==> config.mk <==
export PLATFORM = sky130hd
export DESIGN_NAME = sbit_frame_deserializer
export DESIGN_NICKNAME = d
export VERILOG_FILES = /design/src/rtl/sbit_deser_pkg.sv /design/src/rtl/sbit_lane_gearbox.sv /design/src/rtl/sbit_frame_deserializer.sv
export SDC_FILE = /design/constraint.sdc
export NUM_CORES = 2
export LEC_CHECK = 0
export ABC_AREA = 1
export CAP_MARGIN = 40
export CORE_AREA = 8 8 768 770
export CTS_BUF_LIST = sky130_fd_sc_hd__clkbuf_4
export CTS_CLUSTER_SIZE = 10
export DETAILED_ROUTE_END_ITERATION = 6
export DIE_AREA = 0 0 776 778
export PLACE_DENSITY = 0.33
export SETUP_SLACK_MARGIN = 0.05
export SLEW_MARGIN = 20
export SYNTH_ARGS = -nofsm -noshare
export SYNTH_HDL_FRONTEND = slang
export SYNTH_HIERARCHICAL = 1
export SYNTH_SLANG_ARGS = --single-unit
==> constraint.sdc <==
create_clock -name clock4x -period 7.94 [get_ports clock4x]
set_input_delay 0.794 -clock clock4x [delete_from_list [all_inputs] [get_ports clock4x]]
set_output_delay 0.794 -clock clock4x [all_outputs]
set_load 0.01 [all_outputs]
==> src/rtl/sbit_deser_pkg.sv <==
// Shared constants and slice-index helpers for the s-bit frame deserializer.
// The index functions define the lane and frame bit layout for RTL and bench alike.
package sbit_deser_pkg;

  localparam int NUM_VFATS_DFLT = 24;
  localparam int LANE_W_DFLT    = 16;
  localparam int RATIO_DFLT     = 4;

  localparam int                  RESYNC_W   = 8;
  localparam logic [RESYNC_W-1:0] RESYNC_MAX = '1;

  // LSB of lane v within the packed lanes_i bus.
  function automatic int lane_lsb(input int v, input int lane_w);
    return v * lane_w;
  endfunction

  // LSB of beat b of VFAT v within the packed frame bus.
  function automatic int frame_lsb(input int v, input int b, input int lane_w, input int ratio);
    return (v * ratio + b) * lane_w;
  endfunction

endpackage

==> src/rtl/sbit_lane_gearbox.sv <==
// One VFAT lane: masks each incoming beat, parks beats 0..RATIO-2 in slot
// registers and assembles the full frame when the top asserts capture_i.
module sbit_lane_gearbox
  import sbit_deser_pkg::*;
#(
  parameter int LANE_W = LANE_W_DFLT,
  parameter int RATIO  = RATIO_DFLT,
  parameter int CNT_W  = $clog2(RATIO)
) (
  input  logic                    clk_i,
  input  logic                    rst_ni,
  input  logic [CNT_W-1:0]        beat_i,
  input  logic                    capture_i,
  input  logic                    mask_i,
  input  logic [LANE_W-1:0]       lane_i,
  output logic [LANE_W*RATIO-1:0] frame_o
);

  logic [LANE_W-1:0]       lane_m;
  logic [LANE_W-1:0]       slot_q [RATIO-1];
  logic [LANE_W-1:0]       slot_d [RATIO-1];
  logic [LANE_W*RATIO-1:0] frame_asm;
  logic [LANE_W*RATIO-1:0] frame_q;
  logic [LANE_W*RATIO-1:0] frame_d;

  // The last beat is never parked: it goes straight into the assembled frame.
  always_comb begin
    lane_m    = mask_i ? '0 : lane_i;
    frame_asm = '0;
    for (int b = 0; b < RATIO - 1; b++) begin
      slot_d[b] = (beat_i == CNT_W'(b)) ? lane_m : slot_q[b];
      frame_asm[frame_lsb(0, b, LANE_W, RATIO) +: LANE_W] = slot_q[b];
    end
    frame_asm[frame_lsb(0, RATIO - 1, LANE_W, RATIO) +: LANE_W] = lane_m;
    frame_d = capture_i ? frame_asm : frame_q;
  end

  always_ff @(posedge clk_i or negedge rst_ni) begin
    if (!rst_ni) begin
      for (int b = 0; b < RATIO - 1; b++) begin
        slot_q[b] <= '0;
      end
      frame_q <= '0;
    end else begin
      for (int b = 0; b < RATIO - 1; b++) begin
        slot_q[b] <= slot_d[b];
      end
      frame_q <= frame_d;
    end
  end

  assign frame_o = frame_q;

endmodule

==> src/rtl/sbit_frame_deserializer.sv <==
// S-bit front end: beat counter, frame-marker alignment and lock, resync
// counter, programmable-phase latch strobe, and one gearbox per VFAT.
module sbit_frame_deserializer
  import sbit_deser_pkg::*;
#(
  parameter int NUM_VFATS = NUM_VFATS_DFLT,
  parameter int LANE_W    = LANE_W_DFLT,
  parameter int RATIO     = RATIO_DFLT,
  parameter int CNT_W     = $clog2(RATIO)
) (
  input  logic                              clock4x,
  input  logic                              reset_n,
  input  logic                              frame_sync_i,
  input  logic [CNT_W-1:0]                  phase_i,
  input  logic [NUM_VFATS-1:0]              vfat_mask_i,
  input  logic [NUM_VFATS*LANE_W-1:0]       lanes_i,
  input  logic                              resync_clr_i,
  output logic [NUM_VFATS*LANE_W*RATIO-1:0] sbits_o,
  output logic                              valid_o,
  output logic                              latch_o,
  output logic                              locked_o,
  output logic [RESYNC_W-1:0]               resync_cnt_o
);

  localparam logic [CNT_W-1:0] LAST_BEAT = CNT_W'(RATIO - 1);

  logic [CNT_W-1:0]    beat_q, beat_d;
  logic                locked_q, locked_d;
  logic                valid_q, valid_d;
  logic [RESYNC_W-1:0] resync_q, resync_d;
  logic [CNT_W-1:0]    phase_q, phase_d;
  logic [CNT_W-1:0]    elap_q, elap_d;
  logic                pend_q, pend_d;
  logic                misalign;
  logic                capture;
  logic                latch_now;
  logic [CNT_W-1:0]    wr_beat;

  // valid_o has no ready: it is a one-cycle pulse, and sbits_o holds its
  // value until the next completed frame overwrites it.
  always_comb begin
    misalign = frame_sync_i && locked_q && (beat_q != '0);
    wr_beat  = frame_sync_i ? '0 : beat_q;
    capture  = locked_q && (wr_beat == LAST_BEAT);
    beat_d   = frame_sync_i ? CNT_W'(1) : beat_q + CNT_W'(1);
    locked_d = locked_q | frame_sync_i;
    valid_d  = capture;

    if (resync_clr_i) begin
      resync_d = misalign ? RESYNC_W'(1) : '0;
    end else if (misalign && (resync_q != RESYNC_MAX)) begin
      resync_d = resync_q + RESYNC_W'(1);
    end else begin
      resync_d = resync_q;
    end

    // Phase 0 strobes in the valid_o cycle itself; otherwise count cycles since it.
    latch_now = (valid_q && (phase_i == '0)) || (pend_q && (elap_q == phase_q));
    phase_d   = phase_q;
    elap_d    = elap_q;
    pend_d    = pend_q;
    if (valid_q) begin
      phase_d = phase_i;
      elap_d  = CNT_W'(1);
      pend_d  = (phase_i != '0);
    end else if (pend_q) begin
      elap_d = elap_q + CNT_W'(1);
      if (latch_now || misalign) begin
        pend_d = 1'b0;
      end
    end
  end

  always_ff @(posedge clock4x or negedge reset_n) begin
    if (!reset_n) begin
      beat_q   <= '0;
      locked_q <= 1'b0;
      valid_q  <= 1'b0;
      resync_q <= '0;
      phase_q  <= '0;
      elap_q   <= '0;
      pend_q   <= 1'b0;
    end else begin
      beat_q   <= beat_d;
      locked_q <= locked_d;
      valid_q  <= valid_d;
      resync_q <= resync_d;
      phase_q  <= phase_d;
      elap_q   <= elap_d;
      pend_q   <= pend_d;
    end
  end

  for (genvar v = 0; v < NUM_VFATS; v++) begin : g_lane
    sbit_lane_gearbox #(
      .LANE_W (LANE_W),
      .RATIO  (RATIO),
      .CNT_W  (CNT_W)
    ) u_gearbox (
      .clk_i     (clock4x),
      .rst_ni    (reset_n),
      .beat_i    (wr_beat),
      .capture_i (capture),
      .mask_i    (vfat_mask_i[v]),
      .lane_i    (lanes_i[lane_lsb(v, LANE_W) +: LANE_W]),
      .frame_o   (sbits_o[frame_lsb(v, 0, LANE_W, RATIO) +: LANE_W*RATIO])
    );
  end

  assign valid_o      = valid_q;
  assign latch_o      = latch_now;
  assign locked_o     = locked_q;
  assign resync_cnt_o = resync_q;

endmodule

# Word-level counts from Yosys, hierarchy flattened
# Index checks and enable logic that the tools add are counted.
# Widths: inputs -> output; s select.
totals:
  register_bits: 2705
  wordCells: 160
  output_inout_bits: 1547
  inputBits: 414
classes:
  n_reduce_logical: 14
  addsub: 3
  n_eq_ne: 5
  bitwise: 1
  muxes: 34
ops:
  columns: ["operator", "count"]
  rows:
  - ["$mux 16", 24]
  - ["$mux 8", 2]
  - ["$add 8x1->8 const B", 1]
  - ["$mux 2", 4]
  - ["$ne 8x8->1 const B", 1]
  - ["$reduce_bool 2->1", 4]
  - ["$logic_and 1x1->1", 6]
  - ["$add 2x1->2 const B", 2]
  - ["$eq 2x2->1 const B", 2]
  - ["$logic_not 2->1", 2]
  - ["$mux 1", 4]
  - ["$eq 2x1->1 const B", 1]
  - ["$eq 2x2->1", 1]
  - ["$logic_or 1x1->1", 2]
  - ["$or 1x1->1", 1]

# Longest topological paths before layout
depth:
  ltp_word: 7
  ltp_mapped: 9
  ltp_nobuf: 9

# Modules after synthesis
# Netlist, hierarchy kept.
by_module_without_submodules:
  columns: ["mod", "area_per_inst_um2", "n_inst", "cells_per_inst", "seq_area_each_um2"]
  rows:
  - ["sbit_lane_gearbox", 4344.2, 24, 510, 2802.7]
  - ["sbit_frame_deserializer", 940.9, 1, 126, 425.4]

# Worst setup path after synthesis
# No wires, ideal clock.
synth_path:
  kind: "input to register"
  startpoint: "input frame_sync_i"
  endpoint: "register g_lane[0].u_gearbox.slot_q (netlist bit g_lane[0].u_gearbox/frame_asm[21])"
  n_path_buf: 1
  arrival_ns: 7.055
  slack_ns: 0.760
  setup_time_ns: 0.124
  required_ns: 7.816
  cell_stages: 5
  cell_sequence: "nor2_1 -> nand2_1 -> buf_4 -> nand2_1 -> nand2_1"
synth_between:
  elab_chain_cells: 2
synth_rtl:
  columns: ["item", "line_no", "rtl"]
  rows:
  - ["start, declared", "sbit_frame_deserializer.sv:13", "input logic frame_sync_i,"]
  - ["$mux 2", "sbit_frame_deserializer.sv:43", "wr_beat = frame_sync_i ? '0 : beat_q;"]
  - ["$eq 2x1->1", "sbit_lane_gearbox.sv:31", "slot_d[b] = (beat_i == CNT_W'(b)) ? lane_m : slot_q[b];"]
  - ["end signal, assigned by index", "sbit_lane_gearbox.sv:46", "slot_q[b] <= slot_d[b];"]
  - ["end, declared", "sbit_lane_gearbox.sv:20", "logic [LANE_W-1:0] slot_q [RATIO-1];"]
# Every way passes these cells.
# A chain may end at the register's enable or synchronous reset.

# Worst setup path after layout
layout_path:
  startpoint: "register pend_q"
  endpoint: "output latch_o"
layout_between:
  elab_chain_cells: 2
layout_rtl:
  columns: ["item", "line_no", "rtl"]
  rows:
  - ["start, declared", "sbit_frame_deserializer.sv:33", "logic pend_q, pend_d;"]
  - ["start signal, assigned", "sbit_frame_deserializer.sv:90", "pend_q <= pend_d;"]
  - ["$logic_and 1x1->1", "sbit_frame_deserializer.sv:58", "latch_now = (valid_q && (phase_i == '0)) || (pend_q && (elap_q == phase_q));"]
  - ["$logic_or 1x1->1", "sbit_frame_deserializer.sv:58", null]
  - ["end, declared", "sbit_frame_deserializer.sv:20", "output logic latch_o,"]
# Every way passes these cells.

==> summary.md <==
| Metric | Value |
|---|---|
| Status | finished, violations left |
| Violated checks | DRC |
| Die Wd | 776 um |
| Syn Nets | 12.78k |
| Asr flop ratio synth | 100.0% |
| Initial core utilization | 18.19% |
| Clk buf depth | 4 |
| GRT Resource Usage Total | 17.49% |
| EDFF count, synth | 0 |
| Critical Path Sink Type | output pin |
| Fin crit share | 46.18% |
| Skew final | 0.1030 ns |
| Leak | 77.74 nW |
| CP Max Fanout | 3 |
| Vias in the first global route | 94.75k |
| Rows | 280 |
| Area grow syn2layout | 41.36% |
| Sw frac | 35.28% |
| I/O pin cnt | 1961 |
| Routed wire length | 546900 um |
| Synthesized area per cell | 8.507 sq um |
| TritonCTS Buffers | 816 |
| WL/cell | 23.19 um |
| Crit path time final | 3.667 ns |
| Placed Cells | 21.81k |
| RSZ-0062 raised after global routing | no |
| Sequential area share after synthesis | 64.34% |
| Mapped Cells | 12.37k |
| Pin count of the biggest net entering global routing | 174 |
| Commonest cells post-synth | 8172 x nand2_1, 2705 x dfrtp_1, 451 x inv_1 |
| Final hold vios | 0 |
| Setup TNS | 0 ns |
| Root Buffer | clkbuf_4 |
| First drt pass iteration count | 7 |
| Synth top area cells | dfrtp_1 64%, nand2_1 29%, inv_1 1.6% |
| Layout cells sized above 1 | 9.869% |
| Clock Power Share | 30.4% |
| Tightest Pin Transition | 1.194 ns |
| Final instance area | 148700 sq um |
| Vias | 91.50k |
| Pint | 28.77 mW |
| Most used DFF post-synth | dfrtp_1 |
| Port Buf Inserts | 1960 |
| Hold Path Class | reg2reg |
| Count of different cell masters after synthesis | 24 |
| Nets@finish | 15.72k |
| Worst Path Class, Setup | reg2out |
| Count leader, synth | nand2_1 |
| H-tree Lvls | 6 |
| P_sw | 15.68 mW |
| Critical path arrival | 2.87 ns |
| Flip-flop and latch area | 67690 sq um |
| Max stage delay on crit path | 0.58 ns |
| CP cell instances | inv_1, a21oi_1, nand4_1, nand2_1, clkdlybuf4s50_1 |
| FMAX | 272.7 MHz |
| Global route overflow | 0 |
| Setup violations, final | 0 |
| DIE HEIGHT | 778 um |
| Clock latency on the worst-skew pair | 1.59 ns |
| Register share of total power | 42.2% |
| Synth warnings | 6 |
| CP Launch Type | register |
| HPWL Detailed | 398700 um |
| Reg2Reg Depth | 9 |
| Full die area | 603700 sq um |
| Pwr/cell area | 298.9 nW/um^2 |
| CTS sink cnt | 2705 |
| Max-cap violations | 0 |
| Iter 0 DRT Violations | 5723 |
| Slew HR | 20.41% |
| Clock transition at path regs | 0.06 ns |
| Max Slew Vio Count | 0 |
| Synthesized area | 105200 sq um |
| Area occupied by multi-input gates | 33140 sq um |
| Initial antenna violation count | 40 |
| Slowest stage cell, crit path | clkdlybuf4s50_1 |
| Worst vdd ir | 0.1343 mV |
| Logic pwr share | 27.3% |
| Detailed-route vias per instance | 3.880 |
| Post-DP Area | 134500 sq um |
| Crit path required time | 7.15 ns |
| Postcts setup bufs | 0 |
| Synth top area share | 64.34% |
| Cell Count, Final, Fillers Out | 23.58k |
| Final critical-path setup slack | 4.273 ns |
| Final ANT Viol Nets | 0 |
| Residual DRC | 2 |
| Yosys top cell by area | dfrtp_1 |
| Pre-CTS setup slack | 3.747 ns |
| Tot Pwr | 44.45 mW |
| Fill cells | 63.60k |
| First-pass GRT wire length | 765200 um |
| CTS tree | yes |
| RePlAce Congestion | 0.7979 |
| Post-synthesis register bit count | 2705 |
| Core ar. | 578400 sq um |
| Worst hold stages | 2 |
| Final design utilization | 25.71% |
| Final hold slack | 0.3929 ns |
-- logic make-up after synthesis --
kind of cell               after synthesis  synth area share [%]
xor gates and xnor gates                 1              0.008327
adders and majority gates                2               0.02378
and+or+nand+nor                       8663                 31.31
DFF                                   2705                 64.34
AOI/OAI and AO/OA                       12               0.06304
buffers and inverters                  983                 4.252
-- power groups by stage --
stage | Combinational [mW] | Sequential, mW | Clock, mW
after floorplan | 3.04 | 19.4 | 0
after global placement | 12.1 | 19.0 | 0
after detailed placement | 12.3 | 19.0 | 0
after CTS | 12.5 | 18.8 | 14.3
after global routing | 13.2 | 19.1 | 14.9
final | 12.2 | 18.8 | 13.5
-- final cells by class --
cell class / instances / area share (%)
Inverter: 479 / 1.212
Antenna cell: 19 / 0.03197
Multi-Input combinational cell: 8678 / 22.29
Sequential cell: 2705 / 45.52
Timing Repair Buffer: 2624 / 17.85
Clock inverter: 188 / 0.8548
Clock buffer: 1133 / 5.720
Tap cell: 7755 / 6.525
-- what timing repair did --
| item | 4_1_cts | 5_1_grt |
|---|---|---|
| resized for setup | 0 | 0 |
| endpoints found under the hold margin | 2413 | 2 |
| hold buffers | 414 | 2 |
-- worst paths after layout --
check	from	slack [ns]	end
setup / recovery	pend_q$_DFF_PN0_	4.27	latch_o
hold reg to reg	g_lane[6].u_gearbox/frame_asm[19]$_DFFE_PN0N_	0.39	g_lane[6].u_gearbox/frame_o[19]$_DFFE_PN0P_
setup reg to reg	beat_q[1]$_DFF_PN0_	4.94	g_lane[10].u_gearbox/frame_o[56]$_DFFE_PN0P_
hold / removal	g_lane[6].u_gearbox/frame_asm[19]$_DFFE_PN0N_	0.39	g_lane[6].u_gearbox/frame_o[19]$_DFFE_PN0P_
min in group asynchronous	reset_n	0.63	g_lane[7].u_gearbox/frame_o[56]$_DFFE_PN0P_
max in group asynchronous	reset_n	5.44	g_lane[8].u_gearbox/frame_o[43]$_DFFE_PN0P_
-- registers in the layout, summed over array words and instances, names as in the netlist --
name / flops
valid_o: 1
locked_o: 1
g_lane.u_gearbox/frame_o: 1536
elap_q: 2
g_lane.u_gearbox/frame_asm: 1152
pend_q: 1
phase_q: 2
resync_cnt_o: 8
beat_q: 2
-- cells in the final DEF (no fill, tap or decap), drive strengths merged --
cell type and count:
clkbuf 1133, xor2 1, nand3 6, a21oi 5, dfrtp 2705, or2 1, diode 19, buf 250
clkdlybuf4s50 1959, nand2 8177, inv 499, nand4 3, o21ai 6, dlygate4sd3 415, o21bai 1, nor4 1
ha 2, bufinv 11, clkinvlp 8, nor2 475, clkinv 149
-- worst max-delay path: cells and delay by family, from the launching register on --
family | cells | cell delay (ns)
buffers and inverters | 2 | 0.65
DFF | 1 | 0.37
and+or+nand+nor | 2 | 0.22
AOI/OAI and AO/OA | 1 | 0.12
-- per-layer routing --
layer / part of all wire (%) / GRT usage, % / vias to the layer above
met5: 0.020 / 0 / -
met4: 2.6 / 4.492 / 16
met3: 8.1 / 5.834 / 722
met2: 45 / 27.77 / 2666
met1: 44 / 22.81 / 44878
li1: - / - / 43219
Power figures use the tool's default switching activity.
